`config.mk`:
```
export PLATFORM = sky130hd
export DESIGN_NAME = acc_display_driver
export DESIGN_NICKNAME = d
export VERILOG_FILES = /design/src/rtl/acc_display_driver.sv
export SDC_FILE = /design/constraint.sdc
export NUM_CORES = 1
export LEC_CHECK = 0
export ABC_AREA = 1
export CAP_MARGIN = 20
export CORE_UTILIZATION = 50
export DETAILED_ROUTE_END_ITERATION = 16
export PLACE_DENSITY = 0.76
export SYNTH_ARGS = -nofsm -noshare
export SYNTH_HDL_FRONTEND = slang
export SYNTH_SLANG_ARGS = --single-unit
```
`constraint.sdc`:
```
create_clock -name clk -period 3.5 [get_ports clk]
set_clock_uncertainty 0.1 [all_clocks]
set_input_delay 0.35 -clock clk [delete_from_list [all_inputs] [get_ports clk]]
set_output_delay 0.35 -clock clk [all_outputs]
set_load 0.05 [all_outputs]
```
`src/rtl/acc_display_driver.sv`:
```
// Accumulator value -> 4-digit multiplexed common-anode 7-seg display via sequential double-dabble.
// Optional macro LEAD_ZERO_BLANK_EN blanks leading zero digits (ones digit always shown).
module acc_display_driver #(
  parameter int REFRESH_DIV = 50000
) (
  input  logic        clk,
  input  logic        clear,
  input  logic [15:0] D,
  output logic [3:0]  an,
  output logic [6:0]  seg,
  output logic        busy,
  output logic        ovf
);

  typedef enum logic [1:0] {IDLE, SHIFT, DONE} state_t;

  localparam int RW = (REFRESH_DIV > 2) ? $clog2(REFRESH_DIV) : 1;
  localparam logic [6:0] SEG_DASH  = 7'b0111111;
  localparam logic [6:0] SEG_BLANK = 7'b1111111;

  state_t        state;
  logic [15:0]   last, snap, dig;
  logic [19:0]   bcd, bcd_adj;
  logic [3:0]    cnt;
  logic [RW-1:0] rcnt;
  logic [1:0]    idx;
  logic [3:0]    cur;
  logic          lz;

  // Add-3 correction applied to every nibble before each shift.
  always_comb begin
    bcd_adj = bcd;
    for (int i = 0; i < 5; i++)
      if (bcd[4*i +: 4] >= 4'd5) bcd_adj[4*i +: 4] = bcd[4*i +: 4] + 4'd3;
  end

  always_ff @(posedge clk) begin
    if (clear) begin
      state <= IDLE;
      last  <= '0;
      snap  <= '0;
      bcd   <= '0;
      cnt   <= '0;
      dig   <= '0;
      ovf   <= 1'b0;
      busy  <= 1'b0;
    end else begin
      case (state)
        IDLE: if (D != last) begin
          snap  <= D;
          last  <= D;
          bcd   <= '0;
          cnt   <= '0;
          busy  <= 1'b1;
          state <= SHIFT;
        end
        SHIFT: begin
          bcd  <= {bcd_adj[18:0], snap[15]};
          snap <= {snap[14:0], 1'b0};
          cnt  <= cnt + 4'd1;
          if (cnt == 4'd15) state <= DONE;
        end
        DONE: begin
          dig   <= bcd[15:0];
          ovf   <= (bcd[19:16] != 4'd0);
          busy  <= 1'b0;
          state <= IDLE;
        end
        default: begin
          busy  <= 1'b0;
          state <= IDLE;
        end
      endcase
    end
  end

  // Refresh scanner runs freely, independent of the converter.
  always_ff @(posedge clk) begin
    if (clear) begin
      rcnt <= '0;
      idx  <= '0;
    end else if (rcnt == RW'(REFRESH_DIV - 1)) begin
      rcnt <= '0;
      idx  <= idx + 2'd1;
    end else begin
      rcnt <= rcnt + RW'(1);
    end
  end

  function automatic logic [6:0] seg7(input logic [3:0] d);
    case (d)
      4'd0: seg7 = 7'b1000000;
      4'd1: seg7 = 7'b1111001;
      4'd2: seg7 = 7'b0100100;
      4'd3: seg7 = 7'b0110000;
      4'd4: seg7 = 7'b0011001;
      4'd5: seg7 = 7'b0010010;
      4'd6: seg7 = 7'b0000010;
      4'd7: seg7 = 7'b1111000;
      4'd8: seg7 = 7'b0000000;
      4'd9: seg7 = 7'b0010000;
      default: seg7 = SEG_BLANK;
    endcase
  endfunction

  always_comb begin
    cur = dig[{idx, 2'b00} +: 4];
`ifdef LEAD_ZERO_BLANK_EN
    case (idx)
      2'd1:    lz = (dig[15:4]  == 12'd0);
      2'd2:    lz = (dig[15:8]  == 8'd0);
      2'd3:    lz = (dig[15:12] == 4'd0);
      default: lz = 1'b0;
    endcase
`else
    lz = 1'b0;
`endif
    an  = ~(4'b0001 << idx);
    seg = ovf ? SEG_DASH : (lz ? SEG_BLANK : seg7(cur));
  end

endmodule

```
==> impl.org, run 1 <==
** Floorplanning
- X dimension of the die :: 101 µm
- Measured along the y axis, the die boundary spans 101 µm.
- In this run the standard cell core region covers 9420 µm².
- Die footprint :: 10300 µm²
- 31 I/O pins were placed.
- Row generation in the floorplan step produced 35 rows.
- Effective utilization at floorplan :: 52.4%

** Synth
- The number of nets in the synthesized netlist is 722.
- The number of different library cells used by synthesis comes to 29.
- Synthesized area per cell :: 7.24 µm²
- Counting flops and latches in the post-synthesis netlist gives 94.
- The cell area that synthesis handed to floorplanning was 4930 µm².
- Count of yosys warnings during synthesis :: 0
- For this run, the register share of the synthesized area comes to 38.2%.
- Synthesis produced a netlist whose cell count is 681.

** Placed design
- In this run the tool buffered the top-level ports with 30 buffer cells.
- Final weighted congestion in routability-driven placement :: 0.808
- Total half-perimeter wirelength after legalization and detailed placement :: 6690 µm
- Prior to clock tree synthesis, the placed netlist has a worst setup slack of 0.296 ns.
- Summing all placed instances gives a cell area of 5260 µm².

** Layout
- Number of fill cells :: 875
- Fraction of the core area covered by cells at the end of the flow :: 58.0%
- After the last flow step, the layout net total stands at 742.
- Relative to the synthesized area, the layout overhead comes to 10.8%.
- Summing all flip-flop and latch instances after layout gives 1880 µm².
- Leaving out fill and tap cells, the most frequent cell in the layout is nand2_1.
- In the final layout, the share of cells above drive strength 1 is 9.07%.
- Diodes inserted :: 0
- In the final layout, the multi-input gates occupy 2570 µm².
- Leaving out fill and tap cells, the most frequent cells in the layout are nand2_1 (113), dfxtp_1 (93), nor2_1 (80).
- Summed area of non-filler cells in the final layout :: 5460 µm²

** Power
- Leak :: 0.00220 µW
- Total power consumption of the routed design :: 2040 µW
- In this run the power density over the cells is 374 nW/µm².
- Maximum resistive drop on vdd :: 0.000190 V

** Global route
- The total overflow left after global routing is 0.
- Vias in the first global route :: 3974
- Global routing used 20.6% of the available tracks.
- The first global-routing pass estimated 17000 µm of wire.
- Pin count of the biggest net entering global routing :: 42
- The initial antenna violation count is 0.

** STA
- Setup violations remaining at the end of the flow were counted as 0.
- The number of failing hold endpoints at the final stage was 0.
- The count of pins over their slew limit came to 0.
- Remaining max-slew budget at the tightest pin :: 56.7%
- After layout, the worst path uses 92.3% of the clock period.
- Final total negative setup slack :: 0 ns
- At the pin with the least slew margin, the transition time is 0.649 ns.
- Highest clock rate :: 310 MHz
- Setup slack closes at 0.270 ns.
- Setup repair after global routing missed its margin :: no
- For the finished layout, the period the worst path requires is 3.23 ns.

** Detailed routing
- For this block, the initial DRC count from the detailed router was 257.
- In the routed design, unresolved DRC markers number 0.
- Dividing the detail-routed wire length by the instance count gives 11.7 µm.
- Iteration count of the initial detailed-routing pass :: 4
- Total number of vias :: 4341
- In the routed layout, each cell is associated on average with a via count of 5.20.
- Remaining number of nets flagged by the antenna check after routing :: 0
- Post-detailed-routing wire length :: 9770 µm

** Clock network
- Clk sinks :: 94
- Setup bufs post-CTS :: 0
- TritonCTS created 9 clock buffers.
- Hold buffer count at CTS :: 0
- TritonCTS built the clock tree.
- CTS H-tree depth :: 3
- Deepest clock path buffer count :: 2
- In this run the clock root is driven by a clkbuf_8.
- The clock reaches the later pin of the worst-skew pair after 0.37 ns.
- Clock transition at path regs :: 0.09 ns

** Worst setup path
- Worst Path Arrival :: 2.78 ns
- The setup path with the least slack is of type reg2out.
- Required time of the critical path :: 3.05 ns
- Nature of the critical path startpoint :: flop
- The worst setup path is captured at a primary output.
- In this run the worst path has a maximum fanout of 13.

** Outcome
- Outcome :: completed

** Min path
- The tightest min-delay check is of the reg2reg type.

** Run
- Maximum capacitance violations :: 0
path summary, 6_finish.rpt:
| path | from | slack (ns) | endpoint | cells past startpoint |
|---|---|---|---|---|
| worst min-delay path | snap[0]$_SDFFE_PP0P_ | 0.37 | snap[0]$_SDFFE_PP0P_ | 2 |
| worst max register to register | state[1]$_SDFFE_PP0P_ | 1.41 | bcd[18]$_SDFFE_PP0P_ | 7 |
| worst max-delay path | idx[0]$_SDFFE_PP0N_ | 0.27 | seg[0] | 11 |
| worst min register to register | snap[0]$_SDFFE_PP0P_ | 0.37 | snap[0]$_SDFFE_PP0P_ | 2 |
logic make-up after synthesis:
logic type / share of synthesized area [%]
AO/OA/AOI/OAI: 18.3
XOR/XNOR: 1.07
adder cells (fa/ha/maj): 5.83
buffers and inverters: 9.79
flip-flops: 38.2
AND/OR/NAND/NOR: 26.8
critical path: stages (launching register included):
cell and delay (ns):
dfxtp_2 0.48, clkinvlp_4 0.24, nand2_1 0.10, nand3_1 0.06
nand2_1 0.16, inv_1 0.12, ha_1 0.19, a21oi_1 0.11
nor2_1 0.07, o21ai_0 0.11, nand2_1 0.07, clkdlybuf4s50_1 0.70
Yosys cell counts (all sizes together):
master | number | share of area (%)
nor4 | 1 | 0.13
nor2 | 80 | 6.1
o21ai | 59 | 6.0
and3 | 1 | 0.13
buf | 11 | 2.4
nand3 | 68 | 8.6
clkinv | 1 | 0.076
a41oi | 1 | 0.18
a21oi | 82 | 9.4
dfxtp | 94 | 38
nor3 | 11 | 1.1
clkbuf | 18 | 1.4
nor3b | 1 | 0.15
nand4 | 8 | 1.0
o21bai | 15 | 2.3
nand2 | 117 | 9.2
a32oi | 1 | 0.18
xor2 | 6 | 1.1
inv | 78 | 5.9
ha | 23 | 5.8
o211ai | 2 | 0.30
or2 | 3 | 0.38
flip-flops by register name, indices dropped and copies added, names as in the netlist:
register	cells
state	2
rcnt	16
last	16
idx	2
snap	16
dig	16
bcd	20
cnt	4
busy	1
ovf	1
routing by layer:
metal  share of wire, %  GRT usage [%]  up-vias
met3                3.1           4.42       12
met2                 48           36.0       57
met5                  0              0        -
met1                 48           24.9     1998
met4                1.4           7.36        0
li1                   -              -     2274
power breakdown:
part	leakage, µW	total, µW	internal (µW)	switching, µW
sequential	0.000766	1130	1100	21.3
combinational	0.00134	198	73.8	124
clock	0.0000973	719	335	384
cell type report:
cell class | instances | area share (%)
multi-input cells | 479 | 47.0
clock buffers | 10 | 2.34
inverters | 79 | 5.50
flip-flops and latches | 94 | 34.5
clock inverters | 6 | 1.26
repair buffers | 38 | 6.48
well taps | 129 | 2.95
stage by stage:
step	std cells	hold slack, ns
floorplan	681	0.330
global placement	819	0.347
detailed placement	819	0.356
CTS	835	0.377
global route	835	0.396
finish	835	0.374
what timing repair did:
item,in CTS,in global routing
gates resized for setup,1,2
endpoints found under the setup margin,1,7
pin swaps,0,0
Power figures use the tool's default switching activity.
==> run 2, diff against run 1 <==
Clock period 3.5 ns to 3.04 ns, I/O delays scaled along.
==> run 2 against run 1 <==
  * Combinational power grew 17%
  * Register-to-register slack got worse by 0.39 ns
  * Non-clock buffer count stayed put
  * Wire length grew 1.9%
==> impl.org, run 2 (synthesis results as in run 1) <==
** STA
- Based on the critical path, the design can be clocked at up to 359 MHz.
- Setup repair after global routing missed its margin: no (unchanged).
- The headroom to the max-slew limit is 63.1% (was 56.7%).
- Slew @ Worst Pin :: 0.552 ns (was 0.649 ns)
- Of the available clock period, the critical path in the final layout requires 91.6%.
- Subtracting the final worst setup slack from the clock period gives 2.78 ns.
- Final total negative setup slack :: 0 ns (unchanged)
- The number of failing hold endpoints at the final stage was 0 (unchanged).
- The count of pins over their slew limit is 0 (unchanged).
- Final setup violating endpoints :: 0 (unchanged)

** Run
- The count of max-cap constraint violations came to 0 (unchanged).

** Layout
- The area added between synthesis and finish came to 11.4% (was 10.8%).
- The number of fill cells in the layout was 860 (was 875).
- The final net count came to 742 (unchanged).
- The most frequent standard cell in the layout excluding fill and tap cells was nand2_1 (unchanged).
- Number of non-filler instances in the completed layout :: 835 (unchanged)
- Register name with the most flops :: bcd (unchanged)
- Most used cells in the layout excluding fill and tap cells: nand2_1 (113), dfxtp_1 (93), nor2_1 (80) (unchanged).
- The share of layout cells above drive strength 1 is 10.1% (was 9.07%).
- Diodes inserted :: 0 (unchanged)
- Number of flip-flops under the largest register name :: 20 (unchanged)

** Global route
- All-layer global routing usage :: 20.5% (was 20.6%)
- The number of global-route vias before repair is 3977 (was 3974).
- The global-route wire length before repair came to 17000 µm (about the same).
- Initial antenna violation count :: 0 (unchanged)
- Overflow left after global routing :: 0 (unchanged)
- The largest net degree at the start of global routing is 42 (unchanged).

** Placed design
- Total half-perimeter wirelength after legalization and detailed placement :: 6840 µm (was 6690 µm)
- Number of placed instances with taps included :: 819 (unchanged)
- Final weighted congestion in routability-driven placement :: 0.836 (was 0.808)
- Number of port buffers :: 30 (unchanged)

** Outcome
- Outcome: completed (unchanged).

** Clock network
- The hold buffer count at cts is 0 (unchanged).
- Clock transition at path regs :: 0.08 ns (was 0.09 ns)
- The CTS tree is built (unchanged).
- The deepest clock path buffer count is 2 (unchanged).
- Inserted Clock Buffers :: 9 (unchanged)
- Insertion delay to the later sink of the worst-skew pair :: 0.36 ns (was 0.37 ns)
- Clk sinks :: 94 (unchanged)
- Setup bufs post-CTS :: 0 (unchanged)
- CTS H-tree depth :: 3 (unchanged)
- The clock root buffer is clkbuf_8 (unchanged).

** Floorplanning
- Effective utilization at floorplan :: 52.4% (unchanged)
- The I/O pin count was 31 (unchanged).
- Core box area :: 9420 µm² (unchanged)
- The die outline area is 10300 µm² (unchanged).
- X dimension of the die :: 101 µm (unchanged)
- The row count was 35 (unchanged).
- Y dimension of the die :: 101 µm (unchanged)

** Min path
- Instance count along the most critical hold path :: 2 (unchanged)
- Hold/Removal Path Class :: reg2reg (unchanged)
- End point of the worst hold path :: rcnt[15]$_SDFF_PP0_ (was snap[0]$_SDFFE_PP0P_)
- Hold Crit Start :: rcnt[15]$_SDFF_PP0_ (was snap[0]$_SDFFE_PP0P_)

** Detailed routing
- Wirelength per Cell :: 11.9 µm (was 11.7 µm)
- Total number of vias :: 4352 (was 4341)
- The total routed wirelength came to 9950 µm (was 9770 µm).
- The post-detailed-route DRC marker count was 0 (unchanged).
- Remaining number of nets flagged by the antenna check after routing :: 0 (unchanged)
- The iteration count of the initial detailed-routing pass came to 5 (was 4).
- Number of design-rule violations left by the first detailed-router iteration :: 203 (was 257)
- Number of vias per cell after detailed routing :: 5.21 (was 5.20)

** Worst setup path
- The category of the worst setup path capture point is a primary output (unchanged).
- The required time reported for the critical path endpoint is 2.64 ns (was 3.05 ns).
- The reg-to-reg critical path startpoint was rcnt[0]$_SDFF_PP0_ (was state[1]$_SDFFE_PP0P_).
- The startpoint type of the worst setup path is a flop (unchanged).
- The arrival time of the worst setup path was 2.38 ns (was 2.78 ns).
- Type of the worst setup path :: reg2out (unchanged)
- Worst R2R Setup Slack :: 1.02 ns (was 1.41 ns)
- Number of cells traversed by the worst register-to-register path :: 8 (was 7)
- Capturing point of the worst reg2reg path :: rcnt[14]$_SDFF_PP0_ (was bcd[18]$_SDFFE_PP0P_)
- Critical path peak fanout :: 13 (unchanged)

** Power
- The total power per unit cell area came to 446 nW/µm² (was 374 nW/µm²).
- The static power due to leakage is 0.00223 µW (was 0.00220 µW).
- The maximum ir drop on the vdd rail is 0.000290 V (was 0.000190 V).
-- run 2: changes by cell type in the layout (fill, tap and decap cells not counted), sizes merged --
cell,delta
clkdlybuf4s50,-6
buf,+7
inv,-1
clkinvlp,-1
clkbuf,+1
dlygate4sd2,-1
bufinv,+1
-- run 2: area by class of cell --
cell class,count,area [µm²],area share [%]
multi-input combinational,479,2570,46.7
timing repair buffer,38,363,6.60
clock inverter,5,81.3,1.48
sequential,94,1880,34.3
inverter,79,298,5.42
clock buffer,11,141,2.57
tap,129,161,2.94
-- run 2: power breakdown --
part | internal, µW | switching (µW) | total, µW | leakage (µW)
clock | 488 | 435 | 923 | 0.000110
sequential | 1270 | 25.9 | 1300 | 0.000766
combinational | 87.5 | 143 | 231 | 0.00135
-- run 2: critical path: stages (launching register included) --
cell	delay, ns
dfxtp_2	0.47
clkinv_2	0.18
nand2_1	0.09
nand3_1	0.06
nand2_1	0.18
inv_1	0.12
ha_1	0.22
nor2_1	0.10
a21oi_1	0.05
o21ai_0	0.36
buf_12	0.19
-- run 2: how the worst max path moves through the flow --
stage                     endpoint  slack, ns                 from  cells after the start
after detailed placement    seg[4]       0.36  idx[0]$_SDFFE_PP0N_                     10
after CTS                   seg[4]       0.09  idx[0]$_SDFFE_PP0N_                     10
final                       seg[4]       0.26  idx[0]$_SDFFE_PP0N_                     10
after floorplan             seg[4]       0.26  idx[0]$_SDFFE_PP0N_                      9
after global placement      seg[4]       0.54  idx[0]$_SDFFE_PP0N_                     10
after global routing        seg[4]       0.07  idx[0]$_SDFFE_PP0N_                     10
-- run 2: stage by stage --
stage / worst slack, ns / hold WS (ns) / instance area, µm² / power, µW / util, %
after global routing: 0.0696 / 0.386 / 5500 / 2550 / 58.4
after detailed placement: 0.355 / 0.362 / 5270 / 1560 / 56.0
after floorplan: 0.259 / 0.330 / 4930 / 1500 / -
after global placement: 0.542 / 0.347 / 5270 / 1550 / 56.0
final: 0.256 / 0.372 / 5500 / 2450 / 58.4
after CTS: 0.0913 / 0.373 / 5490 / 2470 / 58.4
-- run 2: routing by layer --
layer	wire length, µm	up-vias	global-route usage [%]	share of wire (%)
met3	284	15	3.31	2.9
met5	0	-	0	0
met2	4690	79	35.7	47
met1	4830	1992	25.5	48
met4	152	0	7.36	1.5
li1	-	2266	-	-
-- run 2: timing repair --
item / CTS / global route
resized for setup: 1 / 1
setup endpoints to repair: 1 / 1
pin swaps: 0 / 0
==> run 3, diff against run 2 <==
Settings changed: MAX_ROUTING_LAYER set to met4.
==> run 3 against run 2 <==
  * First-iteration DRC count up 1.5%
  * Fmax up 0.57%
  * Critical path depth unchanged
  * Highest routed layer unchanged
==> impl.org, run 3 (synthesis results as in run 1) <==
** Outcome
- Outcome :: completed (unchanged)

** Floorplanning
- The die outline area was 10300 µm² (unchanged).
- Effective utilization at floorplan :: 52.4% (unchanged)
- The I/O pin count was 31 (unchanged).
- Y dimension of the die :: 101 µm (unchanged)
- The row count is 35 (unchanged).
- The die extent in x came to 101 µm (unchanged).
- The standard cell core area came to 9420 µm² (unchanged).

** Global route
- Overflow left after global routing :: 0 (unchanged)
- Vias in the first global route :: 3979 (was 3977)
- All-layer global routing usage :: 21.1% (was 20.5%)
- Initial antenna violation count :: 0 (unchanged)
- First-pass GRT wire length :: 17000 µm (unchanged)
- The largest net degree at the start of global routing is 42 (unchanged).

** Clock network
- The deepest clock path buffer count is 2 (unchanged).
- The clock transition at the registers of the reported paths came to 0.08 ns (about the same).
- Setup bufs post-CTS :: 0 (unchanged)
- Inserted Clock Buffers :: 9 (unchanged)
- The clock root buffer is clkbuf_8 (unchanged).
- The CTS tree is built (unchanged).
- The number of sinks handled by clock tree synthesis is 94 (unchanged).
- CTS H-tree depth :: 3 (unchanged)
- The worst-skew pair later-pin latency came to 0.36 ns (about the same).
- The hold buffer count at cts is 0 (unchanged).

** Layout
- Most used cells in the layout excluding fill and tap cells: nand2_1 (113), dfxtp_1 (93), nor2_1 (80) (unchanged).
- Fraction of the core area covered by cells at the end of the flow :: 58.4% (unchanged)
- The most frequent standard cell in the layout excluding fill and tap cells was nand2_1 (unchanged).
- Proportion of layout cells with a drive suffix above 1 :: 10.1% (unchanged)
- Register name with the most flops :: bcd (unchanged)
- The number of antenna cells inserted came to 0 (unchanged).
- Area growth, synth to finish :: 11.4% (unchanged)
- The cell area after layout was 5500 µm² (unchanged).
- The final net count is 742 (unchanged).
- Number of flip-flops under the largest register name :: 20 (unchanged)

** STA
- The count of pins over their slew limit came to 0 (unchanged).
- The fraction of the cycle the final worst path needs is 91.0% (was 91.6%).
- Number of hold violations in the final report :: 0 (unchanged)
- The headroom to the max-slew limit came to 63.1% (about the same).
- The actual slew at the worst max-slew pin came to 0.552 ns (about the same).
- Setup repair after global routing missed its margin :: no (unchanged)
- Highest clock rate :: 361 MHz (was 359 MHz)
- Clock period minus worst slack :: 2.77 ns (was 2.78 ns)
- The accumulated negative setup slack is 0 ns (unchanged).
- Worst hold slack after final layout :: 0.372 ns (about the same)
- The number of endpoints failing setup at the final stage is 0 (unchanged).

** Detailed routing
- Number of design-rule violations left by the first detailed-router iteration :: 206 (was 203)
- The length of routed met3 wiring is 292 µm (was 284 µm).
- Iteration count of the initial detailed-routing pass :: 4 (was 5)
- Remaining number of nets flagged by the antenna check after routing :: 0 (unchanged)
- The detail-routed net length per standard cell is 11.9 µm (about the same).
- Post-detailed-routing wire length :: 9950 µm (about the same)
- The vias per cell came to 5.19 (was 5.21).
- Metal-1 WL :: 4880 µm (was 4830 µm)
- The post-detailed-route DRC marker count was 0 (unchanged).
- Top sig layer :: met4 (unchanged)
- The length of routed met2 wiring came to 4660 µm (was 4690 µm).
- Total number of vias :: 4330 (was 4352)

** Placed design
- The routability-driven placement congestion ratio came to 0.849 (was 0.836).
- The instance area at placement is 5270 µm² (unchanged).
- The port buffer count came to 30 (unchanged).
- The half-perimeter wire length of the detailed placement result came to 6840 µm (unchanged).

** Worst setup path
- The reg-to-reg critical path startpoint is rcnt[0]$_SDFF_PP0_ (unchanged).
- The startpoint type of the worst setup path was a flop (unchanged).
- The required time reported for the critical path endpoint is 2.64 ns (about the same).
- The arrival time of the worst setup path came to 2.36 ns (was 2.38 ns).
- The critical path class was reg2out (unchanged).
- Critical path peak fanout :: 13 (unchanged)
- The category of the worst setup path capture point was a primary output (unchanged).
- Capturing point of the worst reg2reg path :: rcnt[14]$_SDFF_PP0_ (unchanged)
- The logic depth of the worst register-to-register path was 8 (unchanged).
- Worst R2R Setup Slack :: 1.02 ns (about the same)

** Min path
- The hold path depth is 2 (unchanged).
- The worst hold path startpoint is rcnt[15]$_SDFF_PP0_ (unchanged).
- Hold/Removal Path Class :: reg2reg (unchanged)
- End point of the worst hold path :: rcnt[15]$_SDFF_PP0_ (unchanged)

** Power
- The maximum ir drop on the vdd rail is 0.000290 V (about the same).
- The total power per unit cell area came to 446 nW/µm² (about the same).
- Leak :: 0.00223 µW (unchanged)

** Run
- Maximum capacitance violations :: 0 (unchanged)
-- run 3: cell counts in the layout (fill, tap and decap cells not counted) --
No cell type changed its count.
-- run 3: worst max path at each step --
stage	start	to	slack [ns]	cells past startpoint
floorplan	idx[0]$_SDFFE_PP0N_	seg[4]	0.26	9
global placement	idx[0]$_SDFFE_PP0N_	seg[4]	0.54	10
detailed placement	idx[0]$_SDFFE_PP0N_	seg[4]	0.36	10
CTS	idx[0]$_SDFFE_PP0N_	seg[4]	0.09	10
global route	idx[0]$_SDFFE_PP0N_	seg[4]	0.07	10
finish	idx[0]$_SDFFE_PP0N_	seg[4]	0.27	10
-- run 3: area by class of cell --
type | count | area, µm²
Multi-Input combinational cell | 479 | 2570
Inverter | 79 | 298
Timing Repair Buffer | 38 | 363
Tap cell | 129 | 161
Clock buffer | 11 | 141
Sequential cell | 94 | 1880
Clock inverter | 5 | 81.3
Fill cell | 860 | 3920
-- run 3: per-stage QoR --
step | cells | total power, µW | setup slack (ns)
4_1_cts | 835 | 2470 | 0.0913
2_1_floorplan | 681 | 1500 | 0.259
5_1_grt | 835 | 2550 | 0.0712
6_report | 835 | 2450 | 0.272
3_5_place_dp | 819 | 1560 | 0.355
3_3_place_gp | 819 | 1550 | 0.542
-- run 3: layer usage --
layer | global-route usage (%) | up-vias
met5 | - | -
met4 | 8.03 | 0
met3 | 2.90 | 11
met2 | 35.7 | 73
met1 | 25.5 | 1979
li1 | - | 2267
-- run 3: critical path: stages, from the launching register on --
cell	delay, ns
dfxtp_2	0.47
clkinv_2	0.18
nand2_1	0.09
nand3_1	0.06
nand2_1	0.18
inv_1	0.12
ha_1	0.22
nor2_1	0.10
a21oi_1	0.05
o21ai_0	0.35
buf_12	0.19
-- run 3: where the power goes --
part	switching [µW]	total, µW	leakage, µW	internal (µW)
clock network	434	922	0.000110	488
logic	143	231	0.00135	87.5
registers	25.9	1300	0.000766	1270
-- run 3: repair_timing --
item | in CTS | in global routing
gates cloned | 0 | 0
resized for setup | 1 | 1
setup endpoints to repair | 1 | 1
